--- config.mk ---
export PLATFORM = sky130hd
export DESIGN_NAME = bandai2003_mapper_gen2
export DESIGN_NICKNAME = d
export VERILOG_FILES = /design/src/rtl/bandai2003_mapper_gen2.sv
export SDC_FILE = /design/constraint.sdc
export NUM_CORES = 1
export LEC_CHECK = 0
export CORE_ASPECT_RATIO = 0.6
export CORE_MARGIN = 2
export CORE_UTILIZATION = 40
export DETAILED_ROUTE_END_ITERATION = 6
export REMOVE_ABC_BUFFERS = 1
export SYNTH_ARGS = -nofsm -noshare
export SYNTH_HDL_FRONTEND = slang
export SYNTH_SLANG_ARGS = --single-unit
--- constraint.sdc ---
create_clock -name CLK -period 6 [get_ports CLK]
set_clock_uncertainty 0.05 [all_clocks]
set_input_delay 1.5 -clock CLK [delete_from_list [all_inputs] [get_ports CLK]]
set_output_delay 1.5 -clock CLK [all_outputs]
set_load 0.01 [all_outputs]
--- src/rtl/bandai2003_mapper_gen2.sv ---
// Bandai 2003 cartridge mapper, gen2: unlock FSM, boot shifter, banks, decode.
// Define BANDAI_GPIO_EN to add the 4-bit GPIO block on ports CC/CD.
module bandai2003_mapper_gen2 #(
    parameter int                RADDR_W = 8,
    parameter int                SO_LEN  = 18,
    parameter logic [SO_LEN-1:0] SO_PAT  = 18'h05140,
    parameter logic [7:0]        KEY0    = 8'h5A,
    parameter logic [7:0]        KEY1    = 8'hA5
) (
    input  logic               CLK,
    input  logic               RST,
    input  logic               CEn,
    input  logic               WEn,
    input  logic               OEn,
    input  logic               SSn,
    input  logic [7:0]         ADDR,
    input  logic [7:0]         DQ_I,
    output logic [7:0]         DQ_O,
    output logic               DQ_OE,
    output logic               SO,
    output logic               LOCKED,
    output logic               ROMCEn,
    output logic               RAMCEn,
`ifdef BANDAI_GPIO_EN
    input  logic [3:0]         IO_I,
    output logic [3:0]         IO_O,
    output logic [3:0]         IO_OE,
`endif
    output logic [RADDR_W-1:0] RADDR
);

    typedef enum logic [1:0] {S_K0, S_K1, S_UNL} state_t;

    state_t            state_q, state_d;
    logic [SO_LEN-1:0] sh_q;
    logic [7:0]        lao_q, ramb_q, romb0_q, romb1_q;
    logic [3:0]        laoh_q;
    logic              wp_q;
    logic              we_q, io_q;
    logic [7:0]        addr_q, dat_q;
    logic              locked, io, commit, relock, mce, oe;
    logic [3:0]        seg;
    logic [7:0]        rd_data;

    assign locked = (state_q != S_UNL);
    assign io     = ~SSn | ~CEn;
    // Commit on the sampled rising edge of WEn, from the latched cycle.
    assign commit = WEn & ~we_q & io_q & ~locked;
    assign relock = commit & (addr_q == 8'hCF) & dat_q[0];

    always_comb begin
        state_d = state_q;
        unique case (state_q)
            S_K0:    if (ADDR == KEY0) state_d = S_K1;
            S_K1:    if (ADDR == KEY1) state_d = S_UNL;
            S_UNL:   if (relock) state_d = S_K0;
            default: state_d = S_K0;
        endcase
    end

    always_ff @(posedge CLK) begin
        if (RST) begin
            state_q <= S_K0;
            sh_q    <= '1;
        end else begin
            state_q <= state_d;
            if (state_q == S_K1 && state_d == S_UNL) sh_q <= SO_PAT;
            else sh_q <= {1'b1, sh_q[SO_LEN-1:1]};
        end
    end

    always_ff @(posedge CLK) begin
        if (RST) begin
            we_q    <= 1'b1;
            io_q    <= 1'b0;
            addr_q  <= 8'h00;
            dat_q   <= 8'h00;
            lao_q   <= 8'hFF;
            ramb_q  <= 8'hFF;
            romb0_q <= 8'hFF;
            romb1_q <= 8'hFF;
            laoh_q  <= 4'h0;
            wp_q    <= 1'b0;
        end else begin
            we_q <= WEn;
            if (!WEn) begin
                addr_q <= ADDR;
                dat_q  <= DQ_I;
                io_q   <= io;
            end
            if (commit) begin
                case (addr_q)
                    8'hC0:   lao_q   <= dat_q;
                    8'hC1:   ramb_q  <= dat_q;
                    8'hC2:   romb0_q <= dat_q;
                    8'hC3:   romb1_q <= dat_q;
                    8'hCE:   laoh_q  <= dat_q[3:0];
                    8'hCF:   wp_q    <= dat_q[1];
                    default: ;
                endcase
            end
        end
    end

`ifdef BANDAI_GPIO_EN
    logic [3:0] ioctl_q, iolat_q, sync1_q, sync2_q;
    logic [3:0] gpio_rd;

    always_ff @(posedge CLK) begin
        if (RST) begin
            ioctl_q <= 4'h0;
            iolat_q <= 4'h0;
            sync1_q <= 4'h0;
            sync2_q <= 4'h0;
        end else begin
            sync1_q <= IO_I;
            sync2_q <= sync1_q;
            if (commit && addr_q == 8'hCC) ioctl_q <= dat_q[3:0];
            if (commit && addr_q == 8'hCD) iolat_q <= dat_q[3:0];
        end
    end

    assign IO_OE   = ioctl_q;
    assign IO_O    = iolat_q;
    assign gpio_rd = (ioctl_q & iolat_q) | (~ioctl_q & sync2_q);
`endif

    always_comb begin
        rd_data = 8'h00;
        case (ADDR)
            8'hC0:   rd_data = lao_q;
            8'hC1:   rd_data = ramb_q;
            8'hC2:   rd_data = romb0_q;
            8'hC3:   rd_data = romb1_q;
            8'hCE:   rd_data = {4'h0, laoh_q};
            8'hCF:   rd_data = {6'b0, wp_q, 1'b0};
`ifdef BANDAI_GPIO_EN
            8'hCC:   rd_data = {4'h0, ioctl_q};
            8'hCD:   rd_data = {4'h0, gpio_rd};
`endif
            default: rd_data = 8'h00;
        endcase
    end

    assign oe     = ~locked & io & ~OEn & WEn;
    assign DQ_OE  = oe;
    assign DQ_O   = oe ? rd_data : 8'h00;
    assign SO     = sh_q[0];
    assign LOCKED = locked;

    assign mce = ~locked & SSn & ~CEn;
    assign seg = ADDR[7:4];

    always_comb begin
        ROMCEn = 1'b1;
        RAMCEn = 1'b1;
        RADDR  = '0;
        if (mce) begin
            if (seg == 4'd1) begin
                if (!(wp_q && !WEn)) begin
                    RAMCEn = 1'b0;
                    RADDR  = RADDR_W'(ramb_q);
                end
            end else if (seg == 4'd2) begin
                ROMCEn = 1'b0;
                RADDR  = RADDR_W'(romb0_q);
            end else if (seg == 4'd3) begin
                ROMCEn = 1'b0;
                RADDR  = RADDR_W'(romb1_q);
            end else if (seg != 4'd0) begin
                // Low RADDR_W bits of {LAOH, LAO, segment}.
                ROMCEn = 1'b0;
                RADDR  = RADDR_W'({laoh_q, lao_q, seg});
            end
        end
    end

endmodule
Yosys cells after proc, flatten, opt, wreduce, memory -nomap -nowiden
Cells that the tools add are included.
- register bits: 75
- input bits: 22
- word-level logic and storage cells: 83
- equality and inequality tests: 21
- mux-type cells: 21
- bitwise logic cells: 16
- reductions and logical operators: 12
- operators with widths (operator ; number):
    8-bit equality test, second input constant ; 13
    8-bit two-way mux ; 7
    8-bit one-hot mux with 6 select lines ; 1
    18-bit two-way mux ; 1
    2-bit AND reduction ; 6
    1-bit bitwise AND ; 10
    4-bit by 2-bit equality test with 1-bit output, second input constant ; 2
    8-bit by 7-bit equality test with 1-bit output, second input constant ; 1
    1-bit two-way mux ; 8
    2-bit two-way mux ; 3
    2-bit one-hot mux with 3 select lines ; 1
    1-bit inverter ; 5
    2-bit equality test, second input constant ; 2
    4-bit by 1-bit equality test with 1-bit output, second input constant ; 1
    4-bit nonzero test ; 1
    2-bit by 1-bit equality test with 1-bit output, second input constant ; 1
    1-bit logical AND ; 2
    2-bit zero test ; 1
    2-bit inequality test, second input constant ; 1
    2-bit OR reduction ; 1
    1-bit zero test ; 1
    1-bit OR ; 1

Longest topological paths before layout
Gate-level depths: netlist of the first run.
- word-level depth: 11
- mapped depth: 7
- gate-level depth less buffers: 4

Worst setup path before layout of the first run
Ideal clock, no wire load.
- path type: input -> output
- start point: input port ADDR[0]
- end point: output port DQ_O[0]
- arrival: 2.583 ns
- required time: 4.450 ns
- slack: 1.867 ns
- cell stages on the path: 5
- path buffers: 2
- path through: buf_4 > buf_2 > mux4_2 > a22oi_1 > nor2_1
- longest elaborated chain between the ends: 3
- elaborated cells between the ends (all ways): 8
- classes of those cells: 6 x eq/ne; 2 x mux
- ends and longest elaborated chain (element ; RTL line ; source):
    from (decl) ; 16 ; input logic [7:0] ADDR,
    8-bit equality test ; 130 ; case (ADDR)
    8-bit one-hot mux with 6 select lines (*) ; 130 ;
    8-bit two-way mux (*) ; 147 ; assign DQ_O = oe ? rd_data : 8'h00;
    to (decl) ; 18 ; output logic [7:0] DQ_O,
Mark *: on every way between the ends. The rest lies on a longest branch, timed or not.

Worst setup path in the final report of the first run
- start point: input port ADDR[0]
- end point: output port DQ_O[7]
Same word-level chain as after synthesis.

==> results of run 1 <==
==> Yosys cell counts, types with 2 or more instances <==
library cell,n
nor3_1,3
nor4_1,2
buf_6,2
mux4_2,7
nand2b_1,3
nand4_1,5
nand3_1,2
nor2_1,60
nand2_1,22
a21o_1,13
nor4b_2,2
a22oi_1,3
dfxtp_1,75
o21ai_0,9
a211o_1,32
nor4bb_1,2
and4_1,2
mux2i_1,27
nor3b_1,3
and4bb_1,3
buf_2,8
clkbuf_1,13
a21oi_1,6
a21boi_0,2
nand4b_1,2
or3b_1,4
and3_1,5
inv_1,9
a22o_1,4
or2_2,3
==> layout make-up <==
| cell class | instances | area, um2 | share of cell area (%) |
|---|---|---|---|
| clock buffers | 9 | 225 | 5.34 |
| repair buffers | 54 | 505 | 12.0 |
| well taps | 108 | 135 | 3.20 |
| clock inverters | 7 | 68.8 | 1.63 |
| inverters | 9 | 33.8 | 0.800 |
| multi-input cells | 243 | 1750 | 41.5 |
| flip-flops and latches | 75 | 1500 | 35.6 |
==> cells by family after synthesis <==
logic type / after synthesis / share of synthesized area (%)
AND/OR/NAND/NOR: 134 / 21.7
AO/OA/AOI/OAI: 75 / 17.1
flip-flops: 75 / 44.2
buffers and inverters: 33 / 4.49
multiplexers: 34 / 12.6
==> per-stage QoR <==
step	power (mW)	setup slack (ps)
final	1.11	628
after global routing	1.16	509
after CTS	1.13	611
after detailed placement	0.596	615
after global placement	0.594	635
after floorplan	0.548	1490
==> how the worst max path moves through the flow <==
stage	endpoint	depth (start not counted)
finish	DQ_O[7]	5
global route	DQ_O[6]	5
CTS	DQ_O[7]	5
detailed placement	DQ_O[7]	5
global placement	DQ_O[6]	5
floorplan	RADDR[4]	3
==> metal layers <==
| metal | track usage [%] | up-vias | share of wire (%) |
|---|---|---|---|
| li1 | - | 1355 | - |
| met4 | 7.70 | 0 | 1.2 |
| met2 | 28.0 | 86 | 41 |
| met3 | 6.51 | 10 | 6.4 |
| met1 | 30.9 | 1379 | 51 |
| met5 | 0 | - | 0 |
==> power by group through the flow <==
stage	sequential [mW]	combinational, mW	clock, mW
after floorplan	0.521	0.0273	0
after global placement	0.523	0.0715	0
after detailed placement	0.523	0.0726	0
after CTS	0.512	0.0732	0.543
after global routing	0.513	0.0791	0.566
final	0.512	0.0733	0.529
==> registers in the layout (all words and copies together), names as in the netlist <==
| signal | flops |
|---|---|
| ramb_q | 8 |
| laoh_q | 4 |
| sh_q | 18 |
| dat_q | 8 |
| wp_q | 1 |
| lao_q | 8 |
| io_q | 1 |
| romb1_q | 8 |
| state_q | 2 |
| we_q | 1 |
| romb0_q | 8 |
| addr_q | 8 |
==> worst max-delay path, cell delays in order <==
cell,delay (ps)
clkdlybuf4s50_1,890
buf_4,270
mux4_2,500
and3_1,190
clkdlybuf4s50_1,470
==> reports/metrics.yaml, run 1 <==
clock_sink_count: 75
min_delay_worst_endpoint: "sh_q[8]"
worst_r2r_endpoint: "romb0_q[7]"
clock_tree.root_cell: "clkbuf_16"
worst_hold_path_type: "reg2reg"
setup-violations-final: 0
worst_setup_path_start_kind: "input pin"
layout-drive-gt1-share_pct: 11.6
placement.io_buffers: 42
r2r_slack_ps: 3910
finalHoldWorstSlack_ps: 365
yosysUniqueCellTypes: 48
post_layout_nonfiller_instances: 505
grt_setup_unrepaired: "no"
diodes: 0
postSynthCellCount: 351
i_o_pin_cnt: 43
vias: 2830
power_switching_share_pct: 23.0
crit_arrival_ps: 3820
drv.max_cap_violation_count: 0
worstSetupPathType: "in2out"
setup-tns-final_ps: 0
yosysWarningCount: 0
synthDominantCellAreaShare_pct: 44.2
gpl.final_weighted_congestion: 0.844
fill_cells: 737
timing_hold_violations_final: 0
holdPathStages: 1
timing.fmax_ghz: 0.186
timing.critical_path.fanout_max: 12
cellLeakagePower_nw: 1.57
design.final.nets: 414
die_area_um2: 9270
drcViolationCount: 0
worst-endpoint-required_ps: 4450
hold_buffers: 0
finalCritPeriodShare_pct: 89.5
die_x_um: 123
core_um2: 8070
numCtsBuffers: 9
drtPass1Iterations: 5
finalWirelength_um: 8890
max_slew_margin_pct: 43.6
gr-total-overflow: 0
initial_core_util_pct: 42.1
groute.usage.overall_pct: 20.8
clk_pin_slew_ps: 50
pwr-share-clk_pct: 47.5
layout_commonest_cell: "dfxtp_1"
crit_path_launch: "ADDR[0]"
final_design_area_no_fill_um2: 4220
grt_pass1_vias: 2551
chipHeight_um: 75.4
syn_avg_cell_area_um2: 9.68
combinationalPowerShare_pct: 6.6
grt_start_max_net_pins: 76
synthesis.area_um2: 3400
power_density_nw_per_um2: 264
hpwlAfterDp_um: 6070
critical_path.endpoint_type: "output port"
max-clock-path-buffers: 2
seq_area_frac_synth_pct: 44.2
route.detailed.wl_per_inst_um: 17.6
placementRows: 25
highest_count_cells_in_the_layout_ignoring_fill_and_taps: "dfxtp_1, nor2_1, clkdlybuf4s50_1"
drt.antenna.violating_nets: 0
min_from: "sh_q[9]"
post_synth_edffs: 0
outcome: "complete, no violations"
yosys.area.top_type: "dfxtp_1"
postCtsSetupBuffers: 0
syn_to_final_growth_pct: 24.2
final_core_util_pct: 52.3
number_of_drc_markers_in_iteration_0: 241
yosys_most_used_dff: "dfxtp_1"
synth_area_leaders: "dfxtp_1, a211o_1, mux2i_1"
cts_tree: "done"
final.min_clock_period_ps: 5370
per_cell_via_count_in_the_routed_design: 5.60
placed_instances: 489
post_dp_cell_area_um2: 3930
ir_worst_vdd_mv: 0.129
power.switching_mw: 0.256
async_flop_share_pct: 0
h_tree_lvl_count: 3
final_max_slew_viol_count: 0
synth-seq-cells: 75
seq_power_share_pct: 46.0
grt_pass1_wl_um: 14100
post_cts.resized_instances: 0
p_int_mw: 0.858
timing.reg2reg.worst_path_depth: 3
clock_insertion_delay_worst_skew_ps: 340
worst_slew_pin_tran_ps: 844
crit-reg2reg-launch: "addr_q[1]"
antenna_found_initial: 0
No activity file was read; power rests on OpenSTA's default activity.
==> inputs of run 2 (changes only) <==
==> constraint.sdc (replaced) <==
create_clock -name CLK -period 6 [get_ports CLK]
set_clock_uncertainty 0.05 [all_clocks]
set_input_delay 1.5 -clock CLK [delete_from_list [all_inputs] [get_ports CLK]]
set_output_delay 1.5 -clock CLK [all_outputs]
set_load 0.02 [all_outputs]
==> run 2 against run 1 <==
Net effect:
- clock power hardly changed
- first-iteration DRC count is 15% lower
- total power hardly changed
- maximum frequency increased by 0.99%
- routed wire length shrank 1.6%
- global-route usage is 1.1 points lower
- critical path depth up 1
- critical path type unchanged
- critical endpoint is now DQ_O[3]
- highest routed layer unchanged
==> reports/metrics.yaml, run 2 (synthesis gave the netlist of run 1 again) <==
outcome: "complete, no violations"
die_area_um2: 9270
final_max_slew_viol_count: 0
timing.critical_path.fanout_max: 9
gpl.final_weighted_congestion: 0.823
crit-reg2reg-launch: "state_q[1]"
route.detailed.wl_per_inst_um: 17.4
worstSetupPathType: "in2out"
timing_hold_violations_final: 0
die_x_um: 123
drv.max_cap_violation_count: 0
worst_setup_path_start_kind: "input pin"
critical_path.endpoint_type: "output port"
hold_buffers: 0
setup-violations-final: 0
finalWirelength_um: 8750
max-clock-path-buffers: 2
gr-total-overflow: 0
power_density_nw_per_um2: 265
timing.fmax_ghz: 0.188
numCtsBuffers: 9
final_core_util_pct: 52.2
max_slew_margin_pct: 42.5
worst-endpoint-required_ps: 4450
clock_insertion_delay_worst_skew_ps: 340
drtPass1Iterations: 5
layout_commonest_cell: "dfxtp_1"
worst_slew_pin_tran_ps: 860
clk_pin_slew_ps: 60
chipHeight_um: 75.4
finalCritPeriodShare_pct: 88.7
syn_to_final_growth_pct: 24.0
max_flop_register: "sh_q"
placement.io_buffers: 42
clock_tree.root_cell: "clkbuf_16"
min_from: "sh_q[13]"
crit_path_launch: "ADDR[6]"
grt_setup_unrepaired: "no"
cellLeakagePower_nw: 1.56
worst_hold_path_type: "reg2reg"
drt.antenna.violating_nets: 0
crit_arrival_ps: 3770
drcViolationCount: 0
post_cts.resized_instances: 0
number_of_drc_markers_in_iteration_0: 206
antenna_found_initial: 0
initial_core_util_pct: 42.1
postCtsSetupBuffers: 0
h_tree_lvl_count: 3
groute.usage.overall_pct: 19.7
grt_start_max_net_pins: 76
ir_worst_vdd_mv: 0.169
highest_count_cells_in_the_layout_ignoring_fill_and_taps: "dfxtp_1, nor2_1, clkdlybuf4s50_1"
final.min_clock_period_ps: 5320
grt_pass1_wl_um: 13400
layout-drive-gt1-share_pct: 11.1
cts_tree: "done"
diodes: 0
placementRows: 25
setup-tns-final_ps: 0
vias: 2769
clock_sink_count: 75
design.final.nets: 413
grt_pass1_vias: 2531
per_cell_via_count_in_the_routed_design: 5.49
hpwlAfterDp_um: 6080
i_o_pin_cnt: 43
core_um2: 8070
largest_register_ffs: 18
run 2: changes by cell type in the layout (fill, tap and decap cells not counted), sizes merged:
cell	before	now
buf	13	12
clkbuf	9	10
inv	9	10
clkinvlp	2	1
clkinv	4	3
run 2: layout make-up:
class | count | area [um2]
Fill cell | 730 | 3860
Multi-Input combinational cell | 243 | 1750
Sequential cell | 75 | 1500
Timing Repair Buffer | 53 | 498
Clock buffer | 10 | 229
Tap cell | 108 | 135
Clock inverter | 6 | 65.1
Inverter | 9 | 33.8
run 2: worst paths after layout:
kind / to / slack (ps) / cells past startpoint
setup reg to reg: romb0_q[1] / 3910 / 3
hold reg to reg: sh_q[12] / 370 / 1
setup / recovery: DQ_O[3] / 680 / 6
hold / removal: sh_q[12] / 370 / 1
run 2: critical path: stages:
cell and delay, ps:
clkdlybuf4s50_1 640, nand4bb_1 170, nor3_1 440, a22oi_1 170
nor2_1 200, clkdlybuf4s50_1 640
run 2: power by group:
group	internal, mW	switching [mW]	leakage, nW	total (mW)
registers	0.505	0.00657	0.610	0.512
clock network	0.322	0.210	0.143	0.532
logic	0.0321	0.0392	0.811	0.0712
run 2: per-layer routing:
layer / part of all wire, % / GRT usage [%] / vias up
li1: - / - / 1349
met1: 53 / 29.5 / 1338
met2: 39 / 27.0 / 70
met3: 6.5 / 5.61 / 12
met4: 1.3 / 6.69 / 0
met5: 0 / 0 / -
run 2: per-stage QoR:
| stage | hold WS (ps) | total power [mW] | area, um2 | setup slack [ps] | std cells |
|---|---|---|---|---|---|
| final | 370 | 1.12 | 4210 | 681 | 504 |
| after global routing | 377 | 1.15 | 4210 | 559 | 504 |
| after CTS | 372 | 1.12 | 4210 | 652 | 504 |
| after detailed placement | 351 | 0.594 | 3920 | 670 | 488 |
| after global placement | 345 | 0.593 | 3920 | 717 | 488 |
| after floorplan | 341 | 0.548 | 3280 | 1420 | 327 |
==> inputs of run 3 (changes only) <==
- SLEW_MARGIN: not set -> 20
==> results of run 3 <==
Same layout as run 2: the final DEF is identical, and so are final timing and power.
